===== src/rtl/alu_input_sequencer.sv =====
// alu_input_sequencer: debounced A -> B -> OP load sequencer for the TP1 ALU.
// Turns three raw push buttons plus the switch bank into ordered operand loads.
//
// Ports:
//   i_clock      system clock, rising edge
//   i_reset      asynchronous active-low reset
//   i_buttons    raw buttons: [0] load A, [1] load B, [2] load operation
//   i_switches   operand / opcode value
//   o_data_a     operand A register
//   o_data_b     operand B register
//   o_operation  opcode register (low NB_OP switch bits)
//   o_alu_start  one-cycle strobe when a complete operand set is held
//   o_state      0 WAIT_A, 1 WAIT_B, 2 WAIT_OP, 3 READY
//   o_error      sticky out-of-order / simultaneous press flag
module alu_input_sequencer #(
    parameter int NB_DATA         = 8,
    parameter int NB_OP           = 6,
    parameter int DEBOUNCE_CYCLES = 4
) (
    input  logic               i_clock,
    input  logic               i_reset,
    input  logic [2:0]         i_buttons,
    input  logic [NB_DATA-1:0] i_switches,
    output logic [NB_DATA-1:0] o_data_a,
    output logic [NB_DATA-1:0] o_data_b,
    output logic [NB_OP-1:0]   o_operation,
    output logic               o_alu_start,
    output logic [1:0]         o_state,
    output logic               o_error
);

    localparam int CW = $clog2(DEBOUNCE_CYCLES + 1);
    localparam logic [CW-1:0] CNT_LAST = CW'(DEBOUNCE_CYCLES - 1);

    localparam logic [1:0] WAIT_A  = 2'd0;
    localparam logic [1:0] WAIT_B  = 2'd1;
    localparam logic [1:0] WAIT_OP = 2'd2;
    localparam logic [1:0] READY   = 2'd3;

    logic [2:0] sync1;
    logic [2:0] sync2;
    logic [2:0] deb;
    logic [2:0] deb_d;
    logic [2:0] ev;

    // Two-flop synchronizer and the delayed debounced copy for edge detect.
    always_ff @(posedge i_clock or negedge i_reset) begin
        if (!i_reset) begin
            sync1 <= 3'b000;
            sync2 <= 3'b000;
            deb_d <= 3'b000;
        end else begin
            sync1 <= i_buttons;
            sync2 <= sync1;
            deb_d <= deb;
        end
    end

    for (genvar i = 0; i < 3; i++) begin : g_btn
        logic [CW-1:0] cnt;
        logic          deb_q;

        // Level is accepted only after DEBOUNCE_CYCLES consecutive
        // mismatches; any agreeing sample restarts the run.
        always_ff @(posedge i_clock or negedge i_reset) begin
            if (!i_reset) begin
                cnt   <= '0;
                deb_q <= 1'b0;
            end else if (sync2[i] == deb_q) begin
                cnt <= '0;
            end else if (cnt == CNT_LAST) begin
                cnt   <= '0;
                deb_q <= ~deb_q;
            end else begin
                cnt <= cnt + 1'b1;
            end
        end

        assign deb[i] = deb_q;
    end

    assign ev = deb & ~deb_d;

    logic ev_a;
    logic ev_b;
    logic ev_op;
    logic multi;
    logic single;

    assign ev_a   = ev[0];
    assign ev_b   = ev[1];
    assign ev_op  = ev[2];
    assign multi  = (ev_a & ev_b) | (ev_a & ev_op) | (ev_b & ev_op);
    assign single = (|ev) & ~multi;

    logic [1:0]         state_n;
    logic [NB_DATA-1:0] a_n;
    logic [NB_DATA-1:0] b_n;
    logic [NB_OP-1:0]   op_n;
    logic               start_n;
    logic               err_n;

    always_comb begin
        state_n = o_state;
        a_n     = o_data_a;
        b_n     = o_data_b;
        op_n    = o_operation;
        start_n = 1'b0;
        err_n   = o_error;
        if (multi) begin
            err_n = 1'b1;
        end else if (single) begin
            unique case (o_state)
                WAIT_A: begin
                    unique case (1'b1)
                        ev_a: begin
                            a_n     = i_switches;
                            err_n   = 1'b0;
                            state_n = WAIT_B;
                        end
                        ev_b:  err_n = 1'b1;
                        ev_op: err_n = 1'b1;
                        default: ;
                    endcase
                end
                WAIT_B: begin
                    unique case (1'b1)
                        ev_a: a_n = i_switches;
                        ev_b: begin
                            b_n     = i_switches;
                            state_n = WAIT_OP;
                        end
                        ev_op: err_n = 1'b1;
                        default: ;
                    endcase
                end
                WAIT_OP: begin
                    unique case (1'b1)
                        ev_a: begin
                            a_n     = i_switches;
                            state_n = WAIT_B;
                        end
                        ev_b: b_n = i_switches;
                        ev_op: begin
                            op_n    = i_switches[NB_OP-1:0];
                            start_n = 1'b1;
                            state_n = READY;
                        end
                        default: ;
                    endcase
                end
                READY: begin
                    // B and OP keep their old values on a new A load.
                    unique case (1'b1)
                        ev_a: begin
                            a_n     = i_switches;
                            err_n   = 1'b0;
                            state_n = WAIT_B;
                        end
                        ev_b: err_n = 1'b1;
                        ev_op: begin
                            op_n    = i_switches[NB_OP-1:0];
                            start_n = 1'b1;
                        end
                        default: ;
                    endcase
                end
                default: state_n = WAIT_A;
            endcase
        end
    end

    always_ff @(posedge i_clock or negedge i_reset) begin
        if (!i_reset) begin
            o_state     <= WAIT_A;
            o_data_a    <= '0;
            o_data_b    <= '0;
            o_operation <= '0;
            o_alu_start <= 1'b0;
            o_error     <= 1'b0;
        end else begin
            o_state     <= state_n;
            o_data_a    <= a_n;
            o_data_b    <= b_n;
            o_operation <= op_n;
            o_alu_start <= start_n;
            o_error     <= err_n;
        end
    end

endmodule


===== config.mk =====
export PLATFORM = sky130hd
export DESIGN_NAME = alu_input_sequencer
export DESIGN_NICKNAME = d
export VERILOG_FILES = /design/src/rtl/alu_input_sequencer.sv
export SDC_FILE = /design/constraint.sdc
export NUM_CORES = 1
export LEC_CHECK = 0
export BUFFER_PORTS_ARGS = -buffer_cell sky130_fd_sc_hd__buf_2
export CORE_MARGIN = 2
export CORE_UTILIZATION = 45
export DETAILED_ROUTE_END_ITERATION = 6
export PLACE_DENSITY = 0.67
export SETUP_SLACK_MARGIN = 0.02
export SYNTH_ARGS = -nofsm -noshare
export SYNTH_HDL_FRONTEND = slang
export SYNTH_SLANG_ARGS = --single-unit

===== constraint.sdc =====
create_clock -name i_clock -period 2.76 [get_ports i_clock]
set_input_delay 0.552 -clock i_clock [delete_from_list [all_inputs] [get_ports i_clock]]
set_output_delay 0.552 -clock i_clock [all_outputs]
set_load 0.005 [all_outputs]

==> reports/qor.yml <==
outcome: "complete, no violations"
dr.pass1.iters: 4
reg2reg_to: "o_data_a[6]$_DFFE_PN0P_"
finalPower_mw: 2.89
layout.cells.non_filler: 227
fp-row-count: 23
yosysSeqAreaShare: 0.602
drt_iter0_markers: 49
diodes: 0
syn_nets: 155
yosysMostFrequentCell: "dfrtp_1"
setup_viol_count_final: 0
area_growth_pct: 18.8
cp_data_required_time_ns: 2.95
cts_root_buf: "clkbuf_8"
insertion_delay_ns: 0.30
grt_antenna_before_repair: 0
htree_levels: 2
hold_viol_final: 0
worst_r2r_path_depth: 6
synth_edf_count: 0
final_core_util: 0.568
fin_nets: 197
cp-end-kind: "flip-flop"
syn_avg_cell_area_um2: 14.6
yosys-top-cells-count: "47 x dfrtp_1, 27 x mux2_2, 8 x ha_1"
max_cap_violations: 0
die_y_um: 69.9
slew_headroom: 0.333
fin_tns_setup_ns: 0
port-buffer-count: 38
skew_ns: 0.00508
post-route-period-util: 0.777
synth_area_leaders: "dfrtp_1 60%, mux2_2 16%, ha_1 5.1%"
grt_pass1_vias: 1263
worstSetupStartpointType: "flip-flop"
die_w_um: 69.9
hold_depth: 1
hold_path.class: "input pin to flip-flop"
synth_area_leader_cell: "dfrtp_1"
place_hpwl_mm: 2.49
cts-resized-gates: 0
place_ws_ns: 0.627
netlist_area_um2: 1950
synthArstFlopShare: 1.00
hold_end: "sync1[1]$_DFF_PN0_"
synthCells: 134
p_per_area_nw_per_um2: 1240
rrSetupSlack_ns: 0.61
dp.cells: 219
wl_per_cell_um: 15.1
vias_per_cell: 5.27
yosysUniqueCellTypes: 30
grt_pass1_wl_mm: 5.95
ys_seq_elements: 47
core_area_um2: 4090
grt_use_total: 0.158
worst_ep_arrival_time_ns: 2.33
hold_start: "i_buttons[1]"
netlist.area_leader.share: 0.602
cts_setup_buffers: 0
overflow: 0
drv_slew: 0
cts_tree: "yes"
grt_max_degree: 48
crit_fanout: 8
num_io_pins: 39
setup_ws_ns: 0.614
gp_congestion: 0.804
cts-hold-fix-buffers: 0
cts.sinks: 47
cts_made_buffers: 5
clockBufferDepth: 2
fin_crit_ns: 2.15
num_vias: 1197
fillerInstances: 341
max_freq_mhz: 466
antenna_left: 0
tightest_slew_ns: 1.00
wirelength_mm: 3.43
drc: 0
fp.dieArea_um2: 4880
leakage_nw: 1.07
vdd_drop_max_v: 0.000594
rsz0062_at_grt: "no"
crit_type: "flip-flop to flip-flop"
r2r_start: "o_state[0]$_DFFE_PN0P_"
ys_warn_count: 0
cts.reportedPaths.clkPinSlew_ns: 0.08
final_layout_size_suffix_gt1_frac: 0.446
floorplan.initialDensity: 0.478
ys.flop_type: "dfrtp_1"
==> per-layer routing <==
metal | share of wire | up-vias | GRT usage | wire length [um]
met4 | 0.018 | 0 | 0.0833 | 63
li1 | - | 554 | - | -
met1 | 0.42 | 604 | 0.187 | 1440
met2 | 0.51 | 34 | 0.252 | 1750
met5 | 0 | - | 0 | 0
met3 | 0.053 | 5 | 0.0548 | 183
==> critical path, cell delays in order (launching register included) <==
cell     delay (ns)
dfrtp_1        0.44
inv_1          0.10
ha_1           0.27
nor4_1         0.38
nand2_1        0.15
o21ai_4        0.32
mux2_2         0.38
==> stage by stage <==
stage          hold WS, ns  cell area (um2)
6_report             0.349             2320
5_1_grt              0.326             2320
4_1_cts              0.341             2320
3_5_place_dp         0.340             2180
3_3_place_gp         0.332             2180
2_1_floorplan        0.256             1950
==> kinds of logic (layout without fill, tap and decap cells) <==
logic type,after synthesis,after routing,share of synthesized area
flops,47,47,0.602
simple gates,32,32,0.116
mux,28,28,0.161
compound gates,9,9,0.0352
fa+ha+maj,8,8,0.0513
buf+inv,6,49,0.0167
xor+xnor,4,4,0.0179
==> how the worst max path moves through the flow <==
stage | startpoint | to | depth (start not counted)
5_1_grt | o_state[1]$_DFFE_PN0P_ | o_data_a[6]$_DFFE_PN0P_ | 6
2_1_floorplan | o_state[0]$_DFFE_PN0P_ | o_data_a[0]$_DFFE_PN0P_ | 6
3_3_place_gp | o_state[0]$_DFFE_PN0P_ | o_data_a[6]$_DFFE_PN0P_ | 6
6_report | o_state[0]$_DFFE_PN0P_ | o_data_a[6]$_DFFE_PN0P_ | 6
3_5_place_dp | o_state[0]$_DFFE_PN0P_ | o_data_a[7]$_DFFE_PN0P_ | 6
4_1_cts | o_state[0]$_DFFE_PN0P_ | o_data_a[6]$_DFFE_PN0P_ | 6
==> final cells by class <==
class	instances	area (um2)	area share
Clock inverter	3	67.6	0.0291
Sequential cell	47	1180	0.507
Clock buffer	5	68.8	0.0296
Multi-Input combinational cell	81	744	0.321
Tap cell	50	62.6	0.0270
Inverter	3	11.3	0.00485
Timing Repair Buffer	38	190	0.0819
==> cell usage in the layout (no fill, tap or decap), drive strengths merged <==
| cell type | netlist | final |
|---|---|---|
| dfrtp | 47 | 47 |
| buf | 1 | 38 |
| mux2 | 27 | 27 |
| ha | 8 | 8 |
| nor3 | 6 | 6 |
| nor3b | 5 | 5 |
| clkbuf | 2 | 5 |
| xnor2 | 4 | 4 |
| nor2b | 4 | 4 |
| o21ai | 4 | 4 |
| inv | 3 | 3 |
| nand2 | 3 | 3 |
| and2b | 3 | 3 |
| nand2b | 2 | 2 |
| nor2 | 2 | 2 |
| o221ai | 2 | 2 |
| bufinv | 0 | 2 |
| nor4 | 2 | 2 |
| nand4 | 1 | 1 |
| or2b | 1 | 1 |
| or4 | 1 | 1 |
| o311ai | 1 | 1 |
| nand3 | 1 | 1 |
| mux2i | 1 | 1 |
| a21oi | 1 | 1 |
| or3 | 1 | 1 |
| o22ai | 1 | 1 |
| clkinvlp | 0 | 1 |
==> state kept, by name, indices dropped and copies added (netlist names) <==
name         count
o_state          2
deb_d            3
g_btn.deb_q      3
o_error          1
o_data_a         8
o_alu_start      1
o_operation      6
sync1            3
o_data_b         8
g_btn.cnt        9
sync2            3
==> power breakdown <==
group	switching (mW)	total (mW)	internal [mW]
Combinational	0.566	1.18	0.610
Clock	0.226	0.587	0.361
Sequential	0.152	1.12	0.970
Total	0.945	2.89	1.94
No activity file was read; power rests on OpenSTA's default activity.
